$ cat src/rtl/multicycle_control.sv
// Multicycle processor control unit: a Moore-style state machine that
// sequences fetch, decode, memory, ALU and write-back steps, and counts
// retired instructions.
// Optional jump support is built in when MULTICYCLE_JUMP_EN is defined;
// without it opcode 000010 is reported as illegal.
module multicycle_control #(
  parameter int WORD_SIZE = 32
) (
  input  logic                 clk,
  input  logic                 rst,
  input  logic [5:0]           instr_op,
  input  logic                 zero,
  input  logic                 mem_ready,
  output logic                 pc_write,
  output logic                 pc_write_cond,
  output logic                 i_or_d,
  output logic                 mem_read,
  output logic                 mem_write,
  output logic                 ir_write,
  output logic                 mem_to_reg,
  output logic                 reg_dst,
  output logic                 reg_write,
  output logic                 alu_src_a,
  output logic [1:0]           alu_src_b,
  output logic [1:0]           alu_op,
  output logic [1:0]           pc_source,
  output logic [3:0]           state,
  output logic                 illegal_op,
  output logic [WORD_SIZE-1:0] instr_count
);

  localparam logic [5:0] OP_RTYPE = 6'b000000;
  localparam logic [5:0] OP_LW    = 6'b100011;
  localparam logic [5:0] OP_SW    = 6'b101011;
  localparam logic [5:0] OP_BEQ   = 6'b000100;
  localparam logic [5:0] OP_ADDI  = 6'b001000;
`ifdef MULTICYCLE_JUMP_EN
  localparam logic [5:0] OP_J     = 6'b000010;
`endif

`ifdef MULTICYCLE_JUMP_EN
  typedef enum logic [3:0] {
    S_IDLE      = 4'd0,
    S_FETCH     = 4'd1,
    S_DECODE    = 4'd2,
    S_MEM_ADDR  = 4'd3,
    S_MEM_READ  = 4'd4,
    S_MEM_WB    = 4'd5,
    S_MEM_WRITE = 4'd6,
    S_EXECUTE   = 4'd7,
    S_R_WB      = 4'd8,
    S_BRANCH    = 4'd9,
    S_ADDI_EX   = 4'd10,
    S_ADDI_WB   = 4'd11,
    S_JUMP      = 4'd12
  } state_t;
`else
  typedef enum logic [3:0] {
    S_IDLE      = 4'd0,
    S_FETCH     = 4'd1,
    S_DECODE    = 4'd2,
    S_MEM_ADDR  = 4'd3,
    S_MEM_READ  = 4'd4,
    S_MEM_WB    = 4'd5,
    S_MEM_WRITE = 4'd6,
    S_EXECUTE   = 4'd7,
    S_R_WB      = 4'd8,
    S_BRANCH    = 4'd9,
    S_ADDI_EX   = 4'd10,
    S_ADDI_WB   = 4'd11
  } state_t;
`endif

  state_t               state_q, state_d;
  logic [WORD_SIZE-1:0] count_q, count_d;
  logic                 retire;

  // The zero flag gates the PC externally; it is not used inside this block.
  logic zero_unused;
  assign zero_unused = zero;

  // Next-state and control decode from the current state.
  always_comb begin
    state_d       = S_FETCH;
    retire        = 1'b0;
    pc_write      = 1'b0;
    pc_write_cond = 1'b0;
    i_or_d        = 1'b0;
    mem_read      = 1'b0;
    mem_write     = 1'b0;
    ir_write      = 1'b0;
    mem_to_reg    = 1'b0;
    reg_dst       = 1'b0;
    reg_write     = 1'b0;
    alu_src_a     = 1'b0;
    alu_src_b     = 2'b00;
    alu_op        = 2'b00;
    pc_source     = 2'b00;
    illegal_op    = 1'b0;
    unique case (state_q)
      S_IDLE: state_d = S_FETCH;
      S_FETCH: begin
        // PC+4 is computed while the instruction word is read; PC and IR
        // only update in the cycle memory actually delivers the word.
        mem_read  = 1'b1;
        alu_src_b = 2'b01;
        pc_write  = mem_ready;
        ir_write  = mem_ready;
        state_d   = mem_ready ? S_DECODE : S_FETCH;
      end
      S_DECODE: begin
        // Branch target is precomputed speculatively during decode.
        alu_src_b = 2'b11;
        case (instr_op)
          OP_RTYPE:     state_d = S_EXECUTE;
          OP_LW, OP_SW: state_d = S_MEM_ADDR;
          OP_BEQ:       state_d = S_BRANCH;
          OP_ADDI:      state_d = S_ADDI_EX;
`ifdef MULTICYCLE_JUMP_EN
          OP_J:         state_d = S_JUMP;
`endif
          default: begin
            illegal_op = 1'b1;
            state_d    = S_FETCH;
          end
        endcase
      end
      S_MEM_ADDR: begin
        alu_src_a = 1'b1;
        alu_src_b = 2'b10;
        if (instr_op == OP_LW)      state_d = S_MEM_READ;
        else if (instr_op == OP_SW) state_d = S_MEM_WRITE;
        else                        state_d = S_FETCH;
      end
      S_MEM_READ: begin
        mem_read = 1'b1;
        i_or_d   = 1'b1;
        state_d  = mem_ready ? S_MEM_WB : S_MEM_READ;
      end
      S_MEM_WB: begin
        mem_to_reg = 1'b1;
        reg_write  = 1'b1;
        retire     = 1'b1;
      end
      S_MEM_WRITE: begin
        mem_write = 1'b1;
        i_or_d    = 1'b1;
        retire    = mem_ready;
        state_d   = mem_ready ? S_FETCH : S_MEM_WRITE;
      end
      S_EXECUTE: begin
        alu_src_a = 1'b1;
        alu_op    = 2'b10;
        state_d   = S_R_WB;
      end
      S_R_WB: begin
        reg_dst   = 1'b1;
        reg_write = 1'b1;
        retire    = 1'b1;
      end
      S_BRANCH: begin
        alu_src_a     = 1'b1;
        alu_op        = 2'b01;
        pc_write_cond = 1'b1;
        pc_source     = 2'b01;
        retire        = 1'b1;
      end
      S_ADDI_EX: begin
        alu_src_a = 1'b1;
        alu_src_b = 2'b10;
        state_d   = S_ADDI_WB;
      end
      S_ADDI_WB: begin
        reg_write = 1'b1;
        retire    = 1'b1;
      end
`ifdef MULTICYCLE_JUMP_EN
      S_JUMP: begin
        pc_write  = 1'b1;
        pc_source = 2'b10;
        retire    = 1'b1;
      end
`endif
      // Unused encodings recover by restarting a fetch, without retiring.
      default: state_d = S_FETCH;
    endcase
  end

  // Retired-instruction counter wraps naturally at 2^WORD_SIZE.
  always_comb begin
    count_d = count_q;
    if (retire) count_d = count_q + WORD_SIZE'(1);
  end

  // State and counter registers; reset overrides every transition.
  always_ff @(posedge clk) begin
    if (rst) begin
      state_q <= S_IDLE;
      count_q <= '0;
    end else begin
      state_q <= state_d;
      count_q <= count_d;
    end
  end

  assign state       = state_q;
  assign instr_count = count_q;

endmodule

$ cat config.mk
export PLATFORM = sky130hd
export DESIGN_NAME = multicycle_control
export DESIGN_NICKNAME = d
export VERILOG_FILES = /design/src/rtl/multicycle_control.sv
export SDC_FILE = /design/constraint.sdc
export NUM_CORES = 1
export LEC_CHECK = 0
export ABC_AREA = 1
export CORE_UTILIZATION = 30
export CTS_BUF_LIST = sky130_fd_sc_hd__clkbuf_4
export CTS_CLUSTER_SIZE = 14
export DETAILED_ROUTE_END_ITERATION = 6
export MAX_ROUTING_LAYER = met4
export SLEW_MARGIN = 30
export SYNTH_ARGS = -nofsm -noshare
export SYNTH_HDL_FRONTEND = slang
export SYNTH_SLANG_ARGS = --single-unit
$ cat constraint.sdc
create_clock -name clk -period 3.4 [get_ports clk]
set_input_delay 0.68 -clock clk [delete_from_list [all_inputs] [get_ports clk]]
set_output_delay 0.68 -clock clk [all_outputs]
set_load 0.02 [all_outputs]
Word level (Yosys, flattened, before mapping)
Cells that the tools add are included.
W data, S select, Z words.
{"block": "word_totals", "regBits": 36, "input_bits": 10, "output_inout_bits": 53}
{"block": "op_classes", "addsub": 1, "n_eq_ne": 15, "n_mux": 22, "reduce_logical": 9}
{"op": "$add A32 B1 Y32 const B", "n": 1}
{"op": "$pmux W4 S7", "n": 1}
{"op": "$eq A4 B3 Y1 const B", "n": 4}
{"op": "$eq A4 B4 Y1 const B", "n": 4}
{"op": "$pmux W4 S4", "n": 1}
{"op": "$mux W1", "n": 13}
{"op": "$eq A6 B6 Y1 const B", "n": 2}
{"op": "$mux W3", "n": 3}
{"op": "$eq A4 B2 Y1 const B", "n": 2}
{"op": "$reduce_or A2 Y1", "n": 4}
{"op": "$reduce_or A4 Y1", "n": 2}
{"op": "$eq A6 B3 Y1 const B", "n": 1}
{"op": "$eq A6 B4 Y1 const B", "n": 1}
{"op": "$logic_not A6 Y1", "n": 1}
{"op": "$pmux W2 S3", "n": 1}
{"op": "$reduce_or A5 Y1", "n": 1}
{"op": "$eq A4 B1 Y1 const B", "n": 1}
{"op": "$pmux W2 S2", "n": 1}
{"op": "$reduce_or A3 Y1", "n": 1}
{"op": "$mux W2", "n": 1}
{"op": "$pmux W1 S2", "n": 1}

Longest topological paths before layout
{"block": "logic_depth", "word_depth": 4, "depth_mapped": 10, "mapped_depth_nobuf": 10}

Worst setup path after synthesis
No wires, ideal clock.
{"block": "synth_path", "kind": "register to output", "start": "register state_q[3], in the netlist state[3]", "end": "output port illegal_op", "t_arrival_ns": 1.469, "slack_ns": 1.251, "stages_incl_launch_ff": 6, "cell_sequence": "dfxtp_1 nor2_1 inv_1 nor2_1 inv_1 nor3_1"}
{"block": "synth_via", "elab_chain_len": 2}
{"element": "from (decl)", "line_no": "74", "rtl": "state_t state_q, state_d;"}
{"element": "from (signal assigned)", "line_no": "201", "rtl": "state_q <= state_d;"}
{"element": "$eq A4 B2 Y1", "line_no": "100", "rtl": "unique case (state_q)"}
{"element": "$mux W1", "line_no": "100"}
{"element": "to (decl)", "line_no": "28", "rtl": "output logic illegal_op,"}
Every way passes these cells.

Worst setup path after layout
{"block": "layout_path", "start": "input port instr_op[5]", "end": "output port illegal_op"}
{"block": "layout_via", "elab_chain_len": 4, "word_cells_on_any_way": 8}
{"element": "from (decl)", "line_no": "11", "rtl": "input logic [5:0] instr_op,"}
{"element": "$eq A6 B6 Y1 (tied with other cells)", "line_no": "114", "rtl": "case (instr_op)"}
{"element": "$reduce_or A5 Y1 (no source line) *"}
{"element": "$mux W1 *", "line_no": "114"}
{"element": "$mux W1 *", "line_no": "100"}
Mark *: on every way between the ends. The rest lies on a longest branch, timed or not.

==> results.md <==
* Status: complete, no violations
* Final setup viols at 0
* Seq pwr share at 51.6%
* Mapped Cells at 446
* Synth Area in XOR/XNOR at between 1.5 and 2%
* Vias/cell at between 4 and 5
* Leakage at 1.19 nW
* Depth of the CTS H-tree at 2
* Adder-Cell Fraction of Synth Area at 0.499%
* YS warnings at 0
* Core Region at ~7900 sq um
* Post-synth cell types at 26
* Worst-Margin Slew at 602 ps
* Most common cell after layout, fill and taps aside: nand2_1
* Unrepaired setup endpoints after global routing: false
* First-pass GRT wire length at 11.2 mm
* Switch share at roughly 25%
* Worst EP required at 2720 ps
* Final Wtd Congestion at between 0.9 and 1
* Root Buffer: clkbuf_4
* Die X at 93.4 um
* PortBufs at 60
* Largest family of logic cells by synthesized area: simple AND/OR/NAND/NOR gates
* Skew-Pair Late Insertion Delay at 340 ps
* CP peak stage delay at between 600 and 700 ps
* Initial core utilization at 31.8%
* Detail Route Antenna Nets at 0
* Post-CTS Repair Setup Buffers at 0
* Initial DRT Pass Iterations at 5
* Final Util at 41.0%
* Die area at 8730 sq um
* WL final at 6.82 mm
* Startpoint Class: input pin
* Max-cap viol count at 0
* GR Util All Layers at 16.5%
* Clk_skew at 4.15 ps
* Vias at 2783
* Post-cts sizing count at 0
* Final min period at 2970 ps
* Compound-Gate Fraction of Synth Area at 8.98%
* Simple-gate portion of the synthesized area at 47.0%
* Fin. max-slew vios at 0
* Syn Area/Cell at 5.62 sq um
* Tcrit/Tclk final at 87.5%
* Grt total ovfl at 0
* Max FO, Critical Path at 3
* Setup TNS at 0 ps
* CTS Buffer Depth at 2
* Largest net degree at the start of global routing at 42
* CTS tree: done
* DRC viols at 0
* Critical Path AT at around 2300 ps
* P_sw at between 0.2 and 0.25 mW
* CTS clk-pin slew, worst paths at approximately 120 ps
* Critical path's slowest cell: clkdlybuf4s50_1
* Hpwl dp at 5.30 mm
* Crit Path Class: in -> out
* Worst path cell trace: clkdlybuf4s50_1 > nor2_1 > nand2_1 > inv_1 > nand3_1 > nand3_1 > nor3_1 > clkdlybuf4s50_1
* Vias in the first global route at 2404
* Synth Cell Area at 2510 sq um
* Internal power at 0.621 mW
* Pwr Density at around 260 nW/um^2
* Slew margin rel. at 59.8%
* Initial antenna violation count at 0
* Mux contribution to synthesized area at 0%
* Kind of end point of the critical path: primary output
* Worst Hold Class: reg -> reg
* Yosys reg bits at 36
* Sequential share of the synthesized area at 28.7%
* Clock power frac at approximately 39%
* Most frequent cells in the layout: 147 x nand2_1, 85 x nor2_1, 60 x inv_1, 60 x clkdlybuf4s50_1, 36 x dfxtp_1
* Hold buffer count at CTS at 0
* Initial DRC Count at around 140
* Syn_nets at 457
* Fmax at 336 MHz
* Filler Cells Inserted at roughly 870
* CP delay by family, top: buffers and inverters
* Share of layout cells above drive strength 1 at 5.98%
* Number of diodes at 0
* Comb pwr share at 9.9%
* CTS buffer count at 5
* FF-to-FF setup slack at 1400 ps
* Area growth from synthesis to layout at 29.0%
* I/O Pins at between 60 and 70
* Worst VDD drop at approximately 0.15 mV
* Final nets at about 500
* Row count at 32
* WL/cell at 11.3 um
* CP bufs+invs at 3
* Chip height at 93.4 um
* Clk sinks at 36
* Final-report hold violation count at 0
-- worst register-to-register path: cells and delay by family (launching register included) --
family | cells | cell delay (ps)
and+or+nand+nor | 8 | 1000
DFF | 1 | 480
buffers and inverters | 2 | 480
-- routing by layer --
layer  share of wire [%]  vias to the layer above  global-route usage [%]
li1                    -                     1465                       -
met1                  48                     1241                    22.3
met2                  47                       68                    26.1
met3                 4.0                        9                    2.03
met4                 1.5                        0                    3.97
met5                   0                        -                       -
-- layout make-up --
class                      instances  area (sq um)  share of cell area (%)
clock buffer                       6          45.0                    1.39
sequential                        36           721                    22.3
tap                              102           128                    3.94
clock inverter                     2          35.0                    1.08
inverter                          63           236                    7.31
multi-input combinational        334          1460                    45.2
timing repair buffer              61           608                    18.8
-- worst paths after layout --
| path | startpoint | endpoint | depth (start not counted) |
|---|---|---|---|
| min reg2reg | instr_count[31]$_SDFFE_PP0P_ | instr_count[31]$_SDFFE_PP0P_ | 2 |
| max | instr_op[5] | illegal_op | 8 |
| min | instr_count[31]$_SDFFE_PP0P_ | instr_count[31]$_SDFFE_PP0P_ | 2 |
| max reg2reg | state[1]$_SDFF_PP0_ | instr_count[9]$_SDFFE_PP0P_ | 10 |
-- kinds of logic (layout without fill, tap and decap cells) --
kind of cell,Yosys count,count (layout)
simple gates,284,284
flops,36,36
compound gates,43,43
fa+ha+maj,1,1
xor+xnor,5,5
other cells,1,1
buf+inv,76,132
-- Yosys cell counts (all sizes together) --
library cell	count	area (sq um)
ha	1	12.5
xor2	3	26.3
dfxtp	36	721
inv	63	236
clkbuf	3	11.3
nor2	96	398
nand4	4	25.0
xnor2	2	17.5
buf	10	76.3
nand3	29	158
o21bai	1	11.3
nand2	151	577
nor3	4	20.0
o21ai	16	83.8
a21oi	26	130
conb	1	3.75
-- power groups by stage --
stage                     registers, mW  logic [mW]  clock network [mW]
after floorplan                   0.439      0.0454                   0
after global placement            0.437      0.0816                   0
after detailed placement          0.437      0.0827                   0
after CTS                         0.427      0.0829               0.327
after global routing              0.428      0.0895               0.344
final                             0.427      0.0821               0.319
-- sequential cells by signal, summed over array words and instances, names as in the netlist --
signal,flops
state,4
instr_count,32
-- metrics by stage --
stage	hold WS, ps	cell area [sq um]	total power, mW	setup slack (ps)	std cells
floorplan	563	2510	0.484	1250	446
global placement	490	3160	0.518	453	596
detailed placement	505	3160	0.520	433	596
CTS	525	3240	0.837	432	604
global route	555	3240	0.862	284	604
finish	516	3240	0.828	426	604
(Power assumes the default switching activity.)
